## src/rtl/mult_serial_host.sv

```systemverilog
// mult_serial_host: host side of the serial Booth-multiplier link.
// Takes one parallel operand pair, shifts both operands out LSB first as two
// lockstep serial streams, then gathers the 2*DATA_WIDTH-bit serial product
// and presents it in parallel.
// Optional watchdog in S_RECV: define MULT_HOST_TIMEOUT_EN to compile it in.
module mult_serial_host #(
  parameter int DATA_WIDTH     = 4,
  parameter int TIMEOUT_CYCLES = 64
) (
  input  logic                    i_clk,
  input  logic                    i_rst_n,
  input  logic                    i_en,
  input  logic [DATA_WIDTH-1:0]   iv_a,
  input  logic [DATA_WIDTH-1:0]   iv_b,
  input  logic                    i_req_valid,
  output logic                    o_req_ready,
  output logic                    o_ser_a,
  output logic                    o_ser_b,
  output logic                    o_ser_valid,
  input  logic                    i_ser_ready,
  input  logic                    i_prod,
  input  logic                    i_prod_valid,
  output logic                    o_prod_ready,
  output logic [2*DATA_WIDTH-1:0] ov_prod,
  output logic                    o_prod_valid,
  input  logic                    i_prod_ready
`ifdef MULT_HOST_TIMEOUT_EN
  ,
  output logic                    o_timeout
`endif
);

  localparam int PW    = 2 * DATA_WIDTH;
  localparam int CNT_W = $clog2(PW + 1);
  localparam logic [CNT_W-1:0] LAST_SEND = CNT_W'(DATA_WIDTH - 1);
  localparam logic [CNT_W-1:0] LAST_RECV = CNT_W'(PW - 1);

  typedef enum logic [1:0] {S_IDLE, S_SEND, S_RECV, S_DONE} state_t;

  state_t                state, state_nxt;
  logic [DATA_WIDTH-1:0] a_sr, b_sr;
  logic [PW-1:0]         prod_sr;
  logic [CNT_W-1:0]      cnt;

  logic req_xfer, send_beat, recv_beat, res_xfer;
  logic send_last, recv_last, wd_hit;

  // Transfer qualifiers; nothing moves while the block is disabled.
  assign req_xfer  = i_en & i_req_valid  & (state == S_IDLE);
  assign send_beat = i_en & i_ser_ready  & (state == S_SEND);
  assign recv_beat = i_en & i_prod_valid & (state == S_RECV);
  assign res_xfer  = i_en & i_prod_ready & (state == S_DONE);
  assign send_last = send_beat & (cnt == LAST_SEND);
  assign recv_last = recv_beat & (cnt == LAST_RECV);

`ifdef MULT_HOST_TIMEOUT_EN
  localparam int WD_W = $clog2(TIMEOUT_CYCLES + 1);
  logic [WD_W-1:0] wd;

  // Fires on the idle S_RECV cycle that completes TIMEOUT_CYCLES of silence.
  assign wd_hit = i_en & (state == S_RECV) & ~i_prod_valid & (wd == WD_W'(TIMEOUT_CYCLES - 1));

  // Watchdog: counts consecutive silent S_RECV cycles; any receive beat clears it.
  always_ff @(posedge i_clk) begin
    if (!i_rst_n) begin
      wd        <= '0;
      o_timeout <= 1'b0;
    end else if (i_en) begin
      o_timeout <= wd_hit;
      if (state == S_RECV && !recv_beat && !wd_hit) wd <= wd + WD_W'(1);
      else                                          wd <= '0;
    end
  end
`else
  assign wd_hit = 1'b0;
`endif

  // State register.
  always_ff @(posedge i_clk) begin
    if (!i_rst_n)  state <= S_IDLE;
    else if (i_en) state <= state_nxt;
  end

  // Next-state logic.
  always_comb begin
    state_nxt = state;
    case (state)
      S_IDLE: if (req_xfer)  state_nxt = S_SEND;
      S_SEND: if (send_last) state_nxt = S_RECV;
      S_RECV: begin
        if (recv_last)   state_nxt = S_DONE;
        else if (wd_hit) state_nxt = S_IDLE;
      end
      S_DONE: if (res_xfer)  state_nxt = S_IDLE;
      default:               state_nxt = S_IDLE;
    endcase
  end

  // Handshake and serial outputs decoded from the registered state.
  always_comb begin
    o_req_ready  = (state == S_IDLE);
    o_ser_valid  = (state == S_SEND);
    o_ser_a      = (state == S_SEND) & a_sr[0];
    o_ser_b      = (state == S_SEND) & b_sr[0];
    o_prod_ready = (state == S_RECV);
    o_prod_valid = (state == S_DONE);
  end

  // Operand/product shift registers, bit counter and the parallel result.
  always_ff @(posedge i_clk) begin
    if (!i_rst_n) begin
      a_sr    <= '0;
      b_sr    <= '0;
      prod_sr <= '0;
      ov_prod <= '0;
      cnt     <= '0;
    end else if (i_en) begin
      case (state)
        S_IDLE: begin
          if (req_xfer) begin
            a_sr <= iv_a;
            b_sr <= iv_b;
            cnt  <= '0;
          end
        end
        S_SEND: begin
          if (send_beat) begin
            a_sr <= a_sr >> 1;
            b_sr <= b_sr >> 1;
            cnt  <= send_last ? '0 : cnt + CNT_W'(1);
          end
        end
        S_RECV: begin
          if (recv_beat) begin
            // First bit received ends up in bit 0 after PW right shifts.
            prod_sr <= {i_prod, prod_sr[PW-1:1]};
            cnt     <= recv_last ? '0 : cnt + CNT_W'(1);
            if (recv_last) ov_prod <= {i_prod, prod_sr[PW-1:1]};
          end else if (wd_hit) begin
            cnt <= '0;
          end
        end
        default: ;
      endcase
    end
  end

endmodule
```

## config.mk

```make
export PLATFORM = sky130hd
export DESIGN_NAME = mult_serial_host
export DESIGN_NICKNAME = d
export VERILOG_FILES = /design/src/rtl/mult_serial_host.sv
export SDC_FILE = /design/constraint.sdc
export NUM_CORES = 1
export LEC_CHECK = 0
export CORE_ASPECT_RATIO = 0.5
export CORE_UTILIZATION = 49
export CTS_BUF_LIST = sky130_fd_sc_hd__clkbuf_16
export DETAILED_ROUTE_END_ITERATION = 8
export GPL_TIMING_DRIVEN = 0
export PLACE_DENSITY = 0.78
export SYNTH_ARGS = -nofsm -noshare
export SYNTH_HDL_FRONTEND = slang
export SYNTH_SLANG_ARGS = --single-unit
```

## constraint.sdc

```tcl
create_clock -name i_clk -period 1.8 [get_ports i_clk]
set_input_delay 0.27 -clock i_clk [delete_from_list [all_inputs] [get_ports i_clk]]
set_output_delay 0.27 -clock i_clk [all_outputs]
set_load 0.005 [all_outputs]
```

==> results of run 1 <==
## per-stage QoR
step                cell area (sq um)  setup WS (ns)  setup TNS [ns]  std cells
global route                     2000      -0.000515       -0.000515        225
finish                           2000         0.0587               0        225
floorplan                        1380          0.137               0        147
global placement                 1710         -0.344           -1.06        212
detailed placement               1710         -0.377           -1.54        212
CTS                              1930        0.00233               0        224
## layout by cell type, fill, tap and decap left out, drive strengths merged
| cell | instances |
|---|---|
| o21ai | 3 |
| clkinvlp | 1 |
| ha | 5 |
| nor2b | 1 |
| dlymetal6s2s | 2 |
| o2111a | 1 |
| and3 | 1 |
| nor2 | 17 |
| nor3 | 1 |
| nand3 | 4 |
| dlygate4sd2 | 1 |
| buf | 8 |
| o21ba | 1 |
| nand2 | 22 |
| clkbuf | 7 |
| bufinv | 1 |
| clkdlybuf4s50 | 25 |
| a21oi | 12 |
| nand2b | 2 |
| nand4b | 1 |
| mux2 | 7 |
| o21a | 2 |
| or3b | 2 |
| inv | 3 |
| or2b | 1 |
| dfxtp | 29 |
| clkinv | 2 |
| o2111ai | 6 |
| a31oi | 1 |
| nand3b | 1 |
| mux2i | 16 |
| and2 | 2 |
## worst max path at each step
stage / startpoint / endpoint / slack [ns]
floorplan: state[1] / a_sr[0] / 0.14
global placement: state[1] / o_ser_b / -0.34
detailed placement: state[1] / o_ser_b / -0.38
CTS: state[0] / state[0] / 0.002
global route: state[0] / o_prod_ready / -0.0005
finish: state[0] / o_prod_ready / 0.06
## cell type report
type	count	area (sq um)	share of cell area (%)
buffer	4	26.3	1.31
clock buffer	5	125	6.26
clock inverter	3	37.5	1.88
inverter	4	21.3	1.06
multi-input combinational	109	812	40.6
sequential	29	588	29.4
tap	37	46.3	2.32
timing repair buffer	34	342	17.1
## logic make-up (layout without fill, tap and decap cells)
kind of cell	count (synthesis)	in the layout	synth area share, %
and+or+nand+nor	55	55	20.5
DFF	29	29	42.0
buffers and inverters	9	50	3.17
AOI/OAI and AO/OA	26	26	12.3
muxes	23	23	17.6
adders and majority gates	5	5	4.52
## synth_stat cells, types with 2 or more instances
cell / count / share of area (%)
mux2i_1: 16 / 12
nand2_1: 22 / 6.0
inv_1: 3 / 0.81
o2111ai_1: 6 / 3.8
a21oi_1: 12 / 4.3
ha_1: 5 / 4.5
mux2_2: 6 / 4.9
and2_1: 2 / 0.90
o21a_1: 2 / 1.1
nor2_1: 16 / 4.3
or3b_1: 2 / 1.3
nand3_1: 2 / 0.72
clkbuf_1: 2 / 0.54
o21ai_0: 2 / 0.72
dfxtp_1: 29 / 42
## tightest hold or removal path, stage by stage
cell     delay (ns)
buf_4          0.15
nand3_1        0.09
nor3_2         0.06
mux2i_1        0.10
## state kept, by name, indices dropped and copies added, names as in the netlist
signal   cells
state        2
ov_prod      8
prod_sr      7
b_sr         4
cnt          4
a_sr         4
## power by group through the flow
stage	sequential, mW	combinational (mW)	clock, mW
finish	0.699	0.444	0.923
global route	0.701	0.483	0.960
CTS	0.695	0.391	0.927
detailed placement	0.702	0.345	0
global placement	0.700	0.337	0
floorplan	0.697	0.239	0
## layer usage
metal  track usage [%]  vias up  routed length [microns]  share of wire (%)
met1              25.7      555                     1470                 47
met2              38.9       30                     1450                 46
li1                  -      601                        -                  -
met4              11.8        0                       46                1.5
met3              7.91        6                      164                5.2
met5                 0        -                        0                  0
## repair_timing
| item | CTS | global route |
|---|---|---|
| resized for setup | 16 | 9 |
| hold buffers | 0 | 0 |
| pin swaps | 0 | 2 |
| cloned | 0 | 0 |
| hold endpoints to repair | 0 | 0 |
| buffers inserted | 4 | 2 |
| setup endpoints to repair | 22 | 19 |
==> impl_metrics.ini, run 1 <==
[power_and_ir_drop]
swShare_pct = 24.6
seq_power_share_pct = 33.8
ir_drop_v = 0.000622
clkPwrFrac_pct = 44.7
p_comb_share_pct = 21.5
internal_power_mw = 1.56
power_density_nw_per_um2 = 1030
power_mw = 2.07
p_leak_nw = 0.769
switching_power_mw = 0.509

[die]
initial_core_util_pct = 52.5
ios = 30
die_h_microns = 39.6
die_area_sq_um = 3050
rows = 13
chipWidth_microns = 77.1
core-area_sq_um = 2640

[synthesis]
synth_seq_area_share_pct = 42.0
synth_edf_count = 0
postSynthAreaPerCell_sq_um = 9.41
yosysUniqueCellTypes = 35
ys_seq_elements = 29
synthFlopType = dfxtp_1
netlist_area_sq_um = 1380
yosys_warnings = 0
ys_async_sr_fraction_pct = 0
synthesis.nets = 168
netlist_instances = 147

[global_route]
grt_pass1_wl_microns = 4870
grt.total_usage_pct = 22.5
antenna_found_initial = 0
overflow = 0
grt_start_max_net_pins = 11
grt_pass1_vias = 1081

[critical_path]
worstReg2RegStart = state[0]
required_ns = 1.53
max_stage_delay_ns = 0.44
crit_fanout = 8
startpoint_type = flop
crit_family = buffers and inverters
rrSetupSlack_ns = 0.12
cp_num_buf_inv = 2
path_cells = clkinvlp_4 > ha_4 > clkdlybuf4s50_1
path_class = reg2out
ff2ff_path_depth = 6
r2r-end = cnt[3]
arrival_ns = 1.47
slowest_stage = clkdlybuf4s50_1
crit_path_end_kind = primary output
cp.depth = 3

[detailed_routing]
wire_per_inst_microns = 13.9
first_iter_violations = 80
vias_per_cell = 5.30
route.antenna.remaining_nets = 0
wl_microns = 3130
vias = 1192
drc = 0
drt_pre_antenna_iters = 4

[timing]
period_share_pct = 96.7
holdWs_ns = 0.442
fmaxAchievable_ghz = 0.574
report.final.slew_viol_count = 0
hold_viol_final = 0
worst_slew_pin_slew_ns = 0.433
slew_headroom_pct = 71.1
fin_crit_ns = 1.74
fin_skew_ns = 0.00388
setup_viol = 0

[placement]
port_buffers = 28
gp_congestion = 0.778
hpwl_microns = 2040

[layout]
drive_gt1_share_pct = 19.7
nNetsFinal = 208
n_fill_cell = 188
diodes = 0
syn2layout_area_growth_pct = 44.5
utilization_pct = 75.8

[clock_tree]
cts_buffers = 5
tritoncts = done
root_buffer = clkbuf_16
clk_pin_slew_ns = 0.05
cts.htree.levels = 2
cts.path.max_buffers = 2
insertion_delay_ns = 0.28
cts_sinks = 29

[run_status]
outcome = finished, final reports clean

[min_path]
hold_depth = 4
hold_start = i_en
worstHoldEndpoint = state[1]
min_path_type = in2reg

[flow_run]
max_cap_viol_count = 0
No activity file was read; power rests on OpenSTA's default activity.
==> run 2: changes to the inputs <==
--- a/config.mk
+++ b/config.mk
@@ -9,6 +9,7 @@
 export CORE_UTILIZATION = 49
 export CTS_BUF_LIST = sky130_fd_sc_hd__clkbuf_16
 export DETAILED_ROUTE_END_ITERATION = 8
+export GPL_ROUTABILITY_DRIVEN = 0
 export GPL_TIMING_DRIVEN = 0
 export PLACE_DENSITY = 0.78
 export SYNTH_ARGS = -nofsm -noshare
==> results of run 2 <==
No change in the layout: final DEF, timing and power equal those of run 1.
==> run 3: changes to the inputs <==
--- a/config.mk
+++ b/config.mk
@@ -12,6 +12,7 @@
 export GPL_ROUTABILITY_DRIVEN = 0
 export GPL_TIMING_DRIVEN = 0
 export PLACE_DENSITY = 0.78
+export SLEW_MARGIN = 20
 export SYNTH_ARGS = -nofsm -noshare
 export SYNTH_HDL_FRONTEND = slang
 export SYNTH_SLANG_ARGS = --single-unit
==> results of run 3 <==
No change in the layout: final DEF, timing and power equal those of run 1.
